$ cat src/rtl/crossbar_master_port.sv
// crossbar_master_port: master-side crossbar port; routes single-beat
// read/write requests to one of 2^SLAVE_BITS slaves with an ack timeout.
//
// Ports:
//   clock, reset (async, active-low)
//   req_m, cmd_m, addr_m, wdata_m   master request (sampled in IDLE)
//   ack_m, err_m, rdata_m, busy_m   master completion / status
//   req_s, cmd_s, addr_s, wdata_s   per-slave request bundles (packed)
//   ack_s, rdata_s                  per-slave responses (packed)
module crossbar_master_port #(
   parameter int DATA_WIDTH = 32,
   parameter int ADDR_WIDTH = 4,
   parameter int SLAVE_BITS = 1,
   parameter int TIMEOUT    = 15,
   localparam int NUM_SLAVES = 2 ** SLAVE_BITS
) (
   input  logic                             clock,
   input  logic                             reset,
   input  logic                             req_m,
   input  logic                             cmd_m,
   input  logic [ADDR_WIDTH-1:0]            addr_m,
   input  logic [DATA_WIDTH-1:0]            wdata_m,
   output logic                             ack_m,
   output logic                             err_m,
   output logic [DATA_WIDTH-1:0]            rdata_m,
   output logic                             busy_m,
   output logic [NUM_SLAVES-1:0]            req_s,
   output logic [NUM_SLAVES-1:0]            cmd_s,
   output logic [NUM_SLAVES*ADDR_WIDTH-1:0] addr_s,
   output logic [NUM_SLAVES*DATA_WIDTH-1:0] wdata_s,
   input  logic [NUM_SLAVES-1:0]            ack_s,
   input  logic [NUM_SLAVES*DATA_WIDTH-1:0] rdata_s
);

   localparam logic [1:0] IDLE = 2'd0;
   localparam logic [1:0] REQ  = 2'd1;
   localparam logic [1:0] RESP = 2'd2;

   localparam int CW =
      (TIMEOUT > 0) ? (($clog2(TIMEOUT + 1) > 0) ?
                       $clog2(TIMEOUT + 1) : 1) : 1;
   localparam logic [CW-1:0] CNT_LAST =
      (TIMEOUT > 0) ? CW'(TIMEOUT - 1) : '0;

   logic [1:0]            state;
   logic                  cmd_q;
   logic [ADDR_WIDTH-1:0] addr_q;
   logic [DATA_WIDTH-1:0] wdata_q;
   logic [SLAVE_BITS-1:0] sel_q;
   logic [CW-1:0]         cnt_q;
   logic                  err_q;
   logic [DATA_WIDTH-1:0] rdata_q;

   logic                  ack_sel;
   logic [DATA_WIDTH-1:0] rdata_sel;
   logic                  to_hit;

   // Only the latched target's response is ever looked at.
   always_comb begin
      ack_sel   = 1'b0;
      rdata_sel = '0;
      for (int i = 0; i < NUM_SLAVES; i++) begin
         if (sel_q == SLAVE_BITS'(i)) begin
            ack_sel   = ack_s[i];
            rdata_sel = rdata_s[i*DATA_WIDTH +: DATA_WIDTH];
         end
      end
   end

   assign to_hit = (TIMEOUT != 0) && (cnt_q == CNT_LAST);

   always_ff @(posedge clock or negedge reset) begin
      if (!reset) begin
         state   <= IDLE;
         cmd_q   <= 1'b0;
         addr_q  <= '0;
         wdata_q <= '0;
         sel_q   <= '0;
         cnt_q   <= '0;
         err_q   <= 1'b0;
         rdata_q <= '0;
      end else begin
         unique case (state)
            IDLE: begin
               if (req_m) begin
                  cmd_q   <= cmd_m;
                  addr_q  <= addr_m;
                  wdata_q <= wdata_m;
                  sel_q   <= addr_m[ADDR_WIDTH-1 -: SLAVE_BITS];
                  cnt_q   <= '0;
                  state   <= REQ;
               end
            end
            REQ: begin
               // An ack on the last allowed cycle beats the timeout.
               if (ack_sel) begin
                  if (!cmd_q) rdata_q <= rdata_sel;
                  err_q <= 1'b0;
                  state <= RESP;
               end else if (to_hit) begin
                  if (!cmd_q) rdata_q <= '0;
                  err_q <= 1'b1;
                  state <= RESP;
               end else begin
                  cnt_q <= cnt_q + 1'b1;
               end
            end
            RESP: state <= IDLE;
            default: state <= IDLE;
         endcase
      end
   end

   // Moore outputs: decoded from state and latched registers only.
   always_comb begin
      req_s   = '0;
      cmd_s   = '0;
      addr_s  = '0;
      wdata_s = '0;
      if (state == REQ) begin
         for (int i = 0; i < NUM_SLAVES; i++) begin
            if (sel_q == SLAVE_BITS'(i)) begin
               req_s[i] = 1'b1;
               cmd_s[i] = cmd_q;
               addr_s[i*ADDR_WIDTH +: ADDR_WIDTH]  = addr_q;
               wdata_s[i*DATA_WIDTH +: DATA_WIDTH] = wdata_q;
            end
         end
      end
   end

   assign busy_m  = (state != IDLE);
   assign ack_m   = (state == RESP);
   assign err_m   = (state == RESP) && err_q;
   assign rdata_m = rdata_q;

endmodule

$ cat config.mk
export PLATFORM = sky130hd
export DESIGN_NAME = crossbar_master_port
export DESIGN_NICKNAME = d
export VERILOG_FILES = /design/src/rtl/crossbar_master_port.sv
export SDC_FILE = /design/constraint.sdc
export NUM_CORES = 1
export LEC_CHECK = 0
export CORE_ASPECT_RATIO = 0.75
export CORE_MARGIN = 10
export CORE_UTILIZATION = 68
export DETAILED_ROUTE_END_ITERATION = 16
export DONT_BUFFER_PORTS = 1
export PLACE_DENSITY = 0.84
export SLEW_MARGIN = 10
export SYNTH_ARGS = -nofsm -noshare
export SYNTH_HDL_FRONTEND = slang
export SYNTH_SLANG_ARGS = --single-unit
$ cat constraint.sdc
create_clock -name clock -period 5.4 [get_ports clock]
set_clock_uncertainty 0.1 [all_clocks]
set_input_delay 1.08 -clock clock [delete_from_list [all_inputs] [get_ports clock]]
set_output_delay 1.08 -clock clock [all_outputs]
set_load 0.02 [all_outputs]
After elaboration in Yosys (flattened, before gate mapping)
Cells that the tools add are included.
{"block": "word_totals", "register_bits": 77, "latchBits": 0, "ramBits": 0, "romBits": 0, "input_bits": 106, "output_inout_bits": 111, "elab_cells": 56, "memories": 0}
{"block": "classes", "addsub": 1, "n_mul": 0, "div_mod_pow": 0, "n_lt_le_gt_ge": 0, "eq_ne": 9, "shifts": 0, "muxes": 28, "bitwise_logic": 0, "reduce_logical": 10}
{"operator": "$mux 32", "count": 7}
{"operator": "$mux 64", "count": 1}
{"operator": "$mux 4", "count": 5}
{"operator": "$mux 2", "count": 5}
{"operator": "$ne 2x2->1 const B", "count": 5}
{"operator": "$mux 8", "count": 1}
{"operator": "$pmux 4 s2", "count": 1}
{"operator": "$reduce_and 4->1", "count": 2}
{"operator": "$mux 1", "count": 7}
{"operator": "$reduce_and 2->1", "count": 3}
{"operator": "$reduce_bool 2->1", "count": 3}
{"operator": "$add 4x1->4 const B", "count": 1}
{"operator": "$eq 4x4->1 const B", "count": 1}
{"operator": "$pmux 2 s2", "count": 1}
{"operator": "$ne 3x3->1 const B", "count": 1}
{"operator": "$eq 2x1->1 const B", "count": 1}
{"operator": "$eq 2x2->1 const B", "count": 1}
{"operator": "$logic_not 2->1", "count": 1}
{"operator": "$logic_and 1x1->1", "count": 1}

Longest topological paths before layout
Gate-level depths: netlist of run 1.
{"block": "logic_depth", "depth_word": 4, "depth_mapped": 7, "depth_no_buf": 5}

Worst setup path before layout of run 1
No wires, ideal clock.
{"block": "synth_path", "path_kind": "flip-flop to output port", "startpoint": "reg state[1]", "endpoint": "out addr_s[0]", "arrival_time_ps": 1562, "slack_ps": 2658, "stages_incl_launch_ff": 5, "path_buffers": 1, "path_cell_list": "dfrtp_1 > nand2b_1 > nor2_1 > clkbuf_1 > and2_1"}
{"block": "synth_between", "elab_chain_cells": 2}
{"item": "from (decl)", "line": "45", "source": "logic [1:0] state;"}
{"item": "from (signal assigned)", "line": "74", "source": "state <= IDLE;"}
{"item": "from (signal assigned)", "line": "91", "source": "state <= REQ;"}
{"item": "from (signal assigned)", "line": "99", "source": "state <= RESP;"}
{"item": "$eq 2x1->1", "line": "120", "source": "if (state == REQ) begin"}
{"item": "$mux 8", "line": "120"}
{"item": "to (decl)", "line": "29", "source": "output logic [NUM_SLAVES*ADDR_WIDTH-1:0] addr_s,"}
No other way between the ends.

Final worst setup path of run 1
{"block": "layout_path", "startpoint": "reg state[1]", "endpoint": "out addr_s[7]"}
Same word-level chain as after synthesis.

==> flow_metrics.tcl, run 1 <==
set metrics [dict create \
    syn_avg_cell_area_um2 10.9 \
    async_reset_ff_share_pct 100 \
    wire_per_inst_um 24.1 \
    drt_iter0_markers 165 \
    grt.overflow.total 0 \
    yosys.area.top_type "dfrtp_1" \
    dp.cells 404 \
    start_util_pct 71.6 \
    synth-seq-area-share_pct 48.6 \
    peakVddDrop_v 0.000388 \
    stdcell_count 420 \
    p_int_w 0.00144 \
    synth_xor_xnor_area_share_pct 0 \
    fin_crit_sh_pct 63.3 \
    grt_max_degree 92 \
    post_cts_resized 0 \
    max_freq_mhz 293 \
    synthAdderAreaFrac_pct 0.639 \
    synth-simple-area-share_pct 19.0 \
    numCtsBuffers 9 \
    grt_pass1_vias 2834 \
    p_comb_share_pct 40.9 \
    clock_path_buffers 2 \
    crit_arrival_ps 2240 \
    p_leak_nw 1.89 \
    cts_sinks 76 \
    ys_warn_count 0 \
    ant_nets 0 \
    power.density_nw_per_um2 648 \
    first_pass_iters 4 \
    synth_edf_count 0 \
    cts_root_buf "clkbuf_8" \
    min_path_type "primary input to async pin" \
    coreArea_um2 5470 \
    fill_cells 353 \
    num_rows 23 \
    worstSetupPathType "flop to output pin" \
    rsz0062_at_grt "false" \
    antenna_found_initial 0 \
    gp_congestion 0.870 \
    grt_pass1_wl_um 15400 \
    swShare_pct 45.3 \
    synth_top_family_by_area "multiplexers" \
    port_buffers 0 \
    fin_crit_ps 3420 \
    cts_hold_buffers 0 \
    synth_fp_nets 466 \
    finalMaxSlewViolations 0 \
    power_w 0.00263 \
    synth_top_area_share_pct 48.6 \
    drive_gt1_share_pct 19.7 \
    fin_setup_tns_ps 0 \
    cp-end-kind "output pin" \
    relSlewSlack_pct 28.8 \
    max-cap-violations 0 \
    clkPwrFrac_pct 14.2 \
    synth_flop_cell "dfrtp_1" \
    vias_per_cell 6.41 \
    yosysUniqueCellTypes 39 \
    start_kind "flop" \
    area_growth_pct 3.87 \
    p_switching_w 0.00119 \
    clkTransAtPathRegs_ps 70 \
    grt_util_all_layers_pct 20.8 \
    r2r_slack_ps 2530 \
    cts_htree_levels 3 \
    setup_violations 0 \
    netlist_top_cells_area "dfrtp_1, mux2_2, and2_1" \
    nNetsFinal 448 \
    n_antenna_cell 0 \
    final_hold_viol_count 0 \
    synth-seq-cells 76 \
    p_seq_share_pct 44.9 \
    wirelength_um 10100 \
    utilization_pct 74.3 \
    place_hpwl_um 7690 \
    die_w_um 108 \
    synth_cells 358 \
    hold_ws_ps 337 \
    drc 0 \
    die_h_um 85.7 \
    worst_pin_slew_ps 1070 \
    ios 217 \
    tritoncts "yes" \
    netlist_area_um2 3910 \
    clk_latency_ps 340 \
    vias 2693 \
    synth_compound_area_share_pct 7.61 \
    synthMuxAreaShare_pct 20.1 \
    crit_fanout 42 \
    required_ps 4220 \
    die_area_um2 9220 \
    status "completed" \
    postCtsSetupBuffers 0 \
]
==> cell type report <==
| class | count | area [um2] | area share (%) |
|---|---|---|---|
| inverter | 2 | 7.51 | 0.185 |
| multi-input combinational | 249 | 1870 | 46.1 |
| tap | 75 | 93.8 | 2.31 |
| clock buffer | 14 | 163 | 4.00 |
| clock inverter | 2 | 10.0 | 0.246 |
| timing repair buffer | 2 | 15.0 | 0.369 |
| sequential | 76 | 1900 | 46.8 |
==> routing by layer <==
| layer | track usage (%) | share of wire, % | vias to the layer above | wire, um |
|---|---|---|---|---|
| met5 | 0 | 0 | - | 0 |
| met4 | 5.21 | 1.1 | 0 | 114 |
| met3 | 11.8 | 13 | 13 | 1280 |
| met2 | 36.2 | 50 | 141 | 5060 |
| met1 | 21.3 | 36 | 1313 | 3660 |
| li1 | - | - | 1226 | - |
==> power groups by stage <==
stage	Clock, W	Combinational [W]	Sequential (W)
4_1_cts	0.000386	0.00109	0.00118
3_3_place_gp	0	0.00105	0.00118
2_1_floorplan	0	0.000969	0.00110
3_5_place_dp	0	0.00109	0.00119
6_report	0.000373	0.00108	0.00118
5_1_grt	0.000414	0.00117	0.00122
==> synth_stat cells, types with 2 or more instances <==
| master | instances |
|---|---|
| dfrtp_1 | 76 |
| mux2i_1 | 14 |
| and3_1 | 37 |
| and4_1 | 2 |
| inv_1 | 2 |
| buf_4 | 4 |
| and2_1 | 39 |
| nand3_1 | 21 |
| o21ai_0 | 19 |
| mux2_1 | 10 |
| a21oi_1 | 4 |
| nor2_1 | 2 |
| o31a_1 | 2 |
| buf_2 | 7 |
| o2bb2ai_1 | 13 |
| nand2_1 | 20 |
| ha_1 | 2 |
| clkbuf_1 | 18 |
| mux2_2 | 46 |
==> sequential cells by signal, indices dropped and copies added, names as in the netlist <==
signal	cells
cmd_q	1
wdata_q	32
cnt_q	4
rdata_m	32
state	2
addr_q	4
err_q	1
==> path summary, 6_finish.rpt <==
path                             start     endpoint  depth (start not counted)
max                           state[1]    addr_s[7]                          2
min                              reset   rdata_m[0]                          0
max reg2reg                  addr_q[3]   rdata_m[1]                          4
min reg2reg                wdata_q[17]  wdata_q[17]                          1
max in group asynchronous        reset  wdata_q[25]                          0
min in group clock         wdata_q[17]  wdata_q[17]                          1
==> logic make-up (layout without fill, tap and decap cells) <==
group	Yosys count	after routing
simple gates	130	130
flops	76	76
mux	71	71
compound gates	45	45
buf+inv	33	20
fa+ha+maj	2	2
other cells	1	1
==> metrics by stage <==
| stage | instance area (um2) | setup slack, ps |
|---|---|---|
| finish | 4070 | 1980 |
| global route | 4070 | 1820 |
| CTS | 4060 | 1760 |
| detailed placement | 3890 | 2130 |
| global placement | 3890 | 2330 |
| floorplan | 3910 | 2660 |
==> worst max-delay path: stages (launching register included) <==
cell and delay, ps:
dfrtp_1 440, and2b_1 930, and2_1 520
==> placed cells by master (no fill, tap or decap), types with 2 or more instances in the layout <==
cell / n
a21oi_1: 4
and2_1: 39
and3_1: 37
and4_1: 2
buf_4: 2
clkbuf_1: 3
clkbuf_8: 11
clkinv_2: 2
dfrtp_1: 75
ha_1: 2
inv_1: 2
mux2_1: 10
mux2_2: 46
mux2i_1: 14
nand2_1: 20
nand3_1: 21
nor3b_2: 2
o21ai_0: 19
o2bb2ai_1: 13
o31a_1: 2
(Power assumes the default switching activity.)
==> run 2: changes to the inputs <==
Settings changed: CORE_UTILIZATION 68 to 57, PLACE_DENSITY 0.84 to 0.75.
Clock period 5.4 ns to 2.9 ns, I/O delays scaled along.
==> run 2 against run 1 <==
Routed wire length up 0.33%; clock power up 120%; core utilization down 12 points; worst setup slack worse by 1600 ps; total power up 94%; flip-flop and latch count unchanged; critical path depth up 1; worst hold slack worse by 310 ps; critical endpoint is now wdata_s[6]; largest cell class unchanged.
==> flow_metrics.tcl, run 2 (synthesis gave the netlist of run 1 again) <==
set metrics [dict create \
    vias 2675 \
    fin_crit_sh_pct 88.1 \
    finalMaxSlewViolations 0 \
    dr_wl_met3_um 1400 \
    coreArea_um2 6730 \
    peakVddDrop_v 0.000615 \
    numCtsBuffers 9 \
    area_growth_pct 7.32 \
    nNetsFinal 455 \
    grt_util_all_layers_pct 18.1 \
    met2_length_um 4830 \
    postCtsSetupBuffers 0 \
    cts_root_buf "clkbuf_8" \
    wirelength_um 10100 \
    final_hold_viol_count 0 \
    gp_congestion 0.780 \
    tritoncts "yes" \
    crit_arrival_ps 1880 \
    drt_iter0_markers 88 \
    rsz0062_at_grt "false" \
    fin_crit_ps 2560 \
    relSlewSlack_pct 51.8 \
    first_pass_iters 4 \
    setup_violations 0 \
    clock_path_buffers 2 \
    ios 217 \
    worstSetupPathType "flop to output pin" \
    place_hpwl_um 7630 \
    vias_per_cell 6.14 \
    grt_max_degree 77 \
    die_h_um 91.8 \
    mostFrequentLayoutCells "dfrtp_1, mux2_2, and2_1, and3_1, nand3_1" \
    status "completed" \
    cp-end-kind "output pin" \
    clk_latency_ps 340 \
    drc 0 \
    met1Wirelength_um 3790 \
    start_util_pct 58.1 \
    port_buffers 0 \
    clkTransAtPathRegs_ps 70 \
    cts_htree_levels 3 \
    critPathLaunch "addr_q[3]" \
    power.density_nw_per_um2 1210 \
    wire_per_inst_um 23.3 \
    r2r-start "addr_q[3]" \
    die_area_um2 10600 \
    n_antenna_cell 0 \
    required_ps 2220 \
    grt_pass1_vias 2828 \
    grt_pass1_wl_um 15400 \
    antenna_found_initial 0 \
    p_leak_nw 1.94 \
    top_layer "met4" \
    start_kind "flop" \
    max_freq_mhz 391 \
    hold_ws_ps 25.4 \
    utilization_pct 62.4 \
    cts_sinks 76 \
    num_rows 26 \
    ant_nets 0 \
    crit_fanout 40 \
    min_path_type "primary input to async pin" \
    grt.overflow.total 0 \
    die_w_um 116 \
    fin_setup_tns_ps 0 \
    drive_gt1_share_pct 21.6 \
    final_common_cell "dfrtp_1" \
    max-cap-violations 0 \
    worst_pin_slew_ps 724 \
]
run 2: power breakdown:
| part | internal [W] | total, W | switching, W |
|---|---|---|---|
| logic | 0.000835 | 0.00202 | 0.00119 |
| registers | 0.00156 | 0.00227 | 0.000714 |
| clock network | 0.000445 | 0.000807 | 0.000361 |
run 2: cell type report:
| cell class | instances | area, um2 |
|---|---|---|
| clock buffers | 13 | 159 |
| clock inverters | 3 | 45.0 |
| fillers | 569 | 2530 |
| inverters | 2 | 7.51 |
| multi-input cells | 249 | 1870 |
| flip-flops and latches | 76 | 1900 |
| well taps | 84 | 105 |
| repair buffers | 9 | 113 |
run 2: worst max-delay path: stages, from the launching register on:
cell and delay (ps):
dfrtp_2 680, nor2_2 190, buf_4 330, and2_1 320
run 2: worst paths after layout:
| kind | to | slack, ps | cells past startpoint |
|---|---|---|---|
| min in group clock | addr_q[2] | 290 | 1 |
| min reg2reg | wdata_q[4] | 420 | 1 |
| max | wdata_s[6] | 340 | 3 |
| min | wdata_q[20] | 30 | 1 |
| max in group asynchronous | addr_q[3] | 2360 | 1 |
| max reg2reg | rdata_m[0] | 710 | 4 |
run 2: routing by layer:
layer	GRT usage, %	vias to the layer above
met4	4.16	0
met3	11.2	13
li1	-	1244
met5	0	-
met2	29.7	136
met1	19.5	1282
run 2: repair_timing:
| item | in CTS | in global routing |
|---|---|---|
| hold endpoints to repair | 76 | 0 |
| hold buffers | 1 | 0 |
| gates resized for setup | 0 | 0 |
| endpoints found under the setup margin | 0 | 0 |
run 2: per-stage QoR:
stage | total power [W] | setup slack, ps | area [um2] | std cells
final | 0.00510 | 344 | 4200 | 436
after floorplan | 0.00386 | 658 | 3910 | 358
after global routing | 0.00543 | 222 | 4200 | 436
after detailed placement | 0.00432 | 705 | 3970 | 419
after global placement | 0.00424 | 758 | 3970 | 419
after CTS | 0.00517 | 331 | 4200 | 436
==> run 3: changes to the inputs <==
Settings changed: HOLD_SLACK_MARGIN set to 0.15.
==> run 3 against run 2 <==
Die area did not move; final cell count grew 0.23%; largest power group unchanged; sequential power about the same; total power hardly changed; core utilization up 0.15 points; flip-flop and latch count stayed put; sequential share of layout area shrank 0.11 points; via count up 1.1%; combinational power about the same; critical endpoint unchanged; global-route usage barely moved.
==> flow_metrics.tcl, run 3 (synthesis gave the netlist of run 1 again) <==
set metrics [dict create \
    status "completed" \
    mostFrequentLayoutCells "dfrtp_1, mux2_2, and2_1, and3_1, nand3_1" \
    grt_pass1_wl_um 15400 \
    fin_crit_ps 2560 \
    fill_cells 568 \
    port_buffers 0 \
    grt_util_all_layers_pct 18.1 \
    die_w_um 116 \
    power_w 0.00511 \
    antenna_found_initial 0 \
    cts_root_buf "clkbuf_8" \
    path_cells "nor2_2 > buf_4 > and2_1" \
    numCtsBuffers 9 \
    coreArea_um2 6730 \
    final_common_cell "dfrtp_1" \
    min_path_type "primary input to flop" \
    reg2reg_depth 4 \
    fin_crit_sh_pct 88.2 \
    gp_congestion 0.780 \
    cts_sinks 76 \
    crit_slowest_cell "dfrtp_2" \
    ios 217 \
    cts_htree_levels 3 \
    drt_iter0_markers 92 \
    required_ps 2220 \
    grt_pass1_vias 2834 \
    die_h_um 91.8 \
    start_kind "flop" \
    crit_fanout 40 \
    drc 0 \
    clkTransAtPathRegs_ps 80 \
    vias_per_cell 6.19 \
    final_hold_viol_count 0 \
    grt_max_degree 77 \
    num_rows 26 \
    place_hpwl_um 7630 \
    seq_area_um2 1900 \
    cp.buffers_inverters 1 \
    clk_latency_ps 330 \
    post_cts_resized 0 \
    cp_slowest_stage_delay_ps 680 \
    start_util_pct 58.1 \
    layout_setup_ws_ps 341 \
    die_area_um2 10600 \
    tritoncts "yes" \
    finalMaxSlewViolations 0 \
    p_leak_nw 1.95 \
    clock_path_buffers 2 \
    vias 2704 \
    r2r_slack_ps 710 \
    hold_depth 1 \
    worstSetupPathType "flop to output pin" \
    worst_pin_slew_ps 727 \
    max_freq_mhz 391 \
    pre_cts_ws_ps 705 \
    area_growth_pct 7.58 \
    multi_input_area_um2 1870 \
    fin_setup_tns_ps 0 \
    max-cap-violations 0 \
    wirelength_um 10200 \
    grt.overflow.total 0 \
    power.density_nw_per_um2 1210 \
    peakVddDrop_v 0.000613 \
    n_antenna_cell 0 \
    crit_cells 3 \
    wire_per_inst_um 23.2 \
    crit_family "flip-flops" \
    nNetsFinal 456 \
    setup_violations 0 \
    ant_nets 0 \
    drive_gt1_share_pct 21.5 \
    cp-end-kind "output pin" \
    hold_ws_ps 289 \
    relSlewSlack_pct 51.5 \
    first_pass_iters 4 \
    crit_arrival_ps 1880 \
    rsz0062_at_grt "false" \
]
==> run 3: changes by cell type in the layout (fill, tap and decap cells not counted), sizes merged <==
| cell | delta |
|---|---|
| dlygate4sd3 | +1 |
==> run 3: through the flow <==
stage	area [um2]	utilization, %	instances
3_5_place_dp	3970	58.9	419
5_1_grt	4210	62.5	437
3_3_place_gp	3970	58.9	419
6_report	4210	62.5	437
2_1_floorplan	3910	-	358
4_1_cts	4210	62.5	437
==> run 3: final timing paths <==
check | startpoint | to
min reg2reg | wdata_q[4] | wdata_q[4]
max | addr_q[3] | wdata_s[6]
max reg2reg | addr_q[3] | rdata_m[0]
min | addr_m[2] | addr_q[2]
min in group asynchronous | reset | wdata_q[18]
max in group asynchronous | reset | addr_q[3]
==> run 3: per-layer routing <==
layer,GRT usage [%],wire (um)
met5,0,0
met4,4.16,117
met3,11.2,1390
met2,29.7,4830
met1,19.6,3810
==> run 3: cell type report <==
| class | count | share of cell area, % |
|---|---|---|
| Inverter | 2 | 0.178 |
| Timing Repair Buffer | 10 | 2.91 |
| Clock buffer | 13 | 3.77 |
| Tap cell | 84 | 2.50 |
| Sequential cell | 76 | 45.2 |
| Clock inverter | 3 | 1.07 |
| Multi-Input combinational cell | 249 | 44.4 |
==> run 3: where the power goes <==
part | switching [W] | internal, W | leakage, nW
clock network | 0.000360 | 0.000445 | 0.0959
registers | 0.000716 | 0.00156 | 0.933
logic | 0.00119 | 0.000835 | 0.919
total | 0.00227 | 0.00284 | 1.95
==> run 3: repair_timing <==
action,4_1_cts,5_1_grt
buffers inserted,0,0
hold endpoints to repair,76,0
hold buffers,2,0
==> run 3: worst reg2reg max path, delay by kind of cell, from the launching register on <==
family,cells,cell delay [ps]
AOI/OAI and AO/OA,1,190
buffers and inverters,1,270
muxes,2,680
DFF,1,840
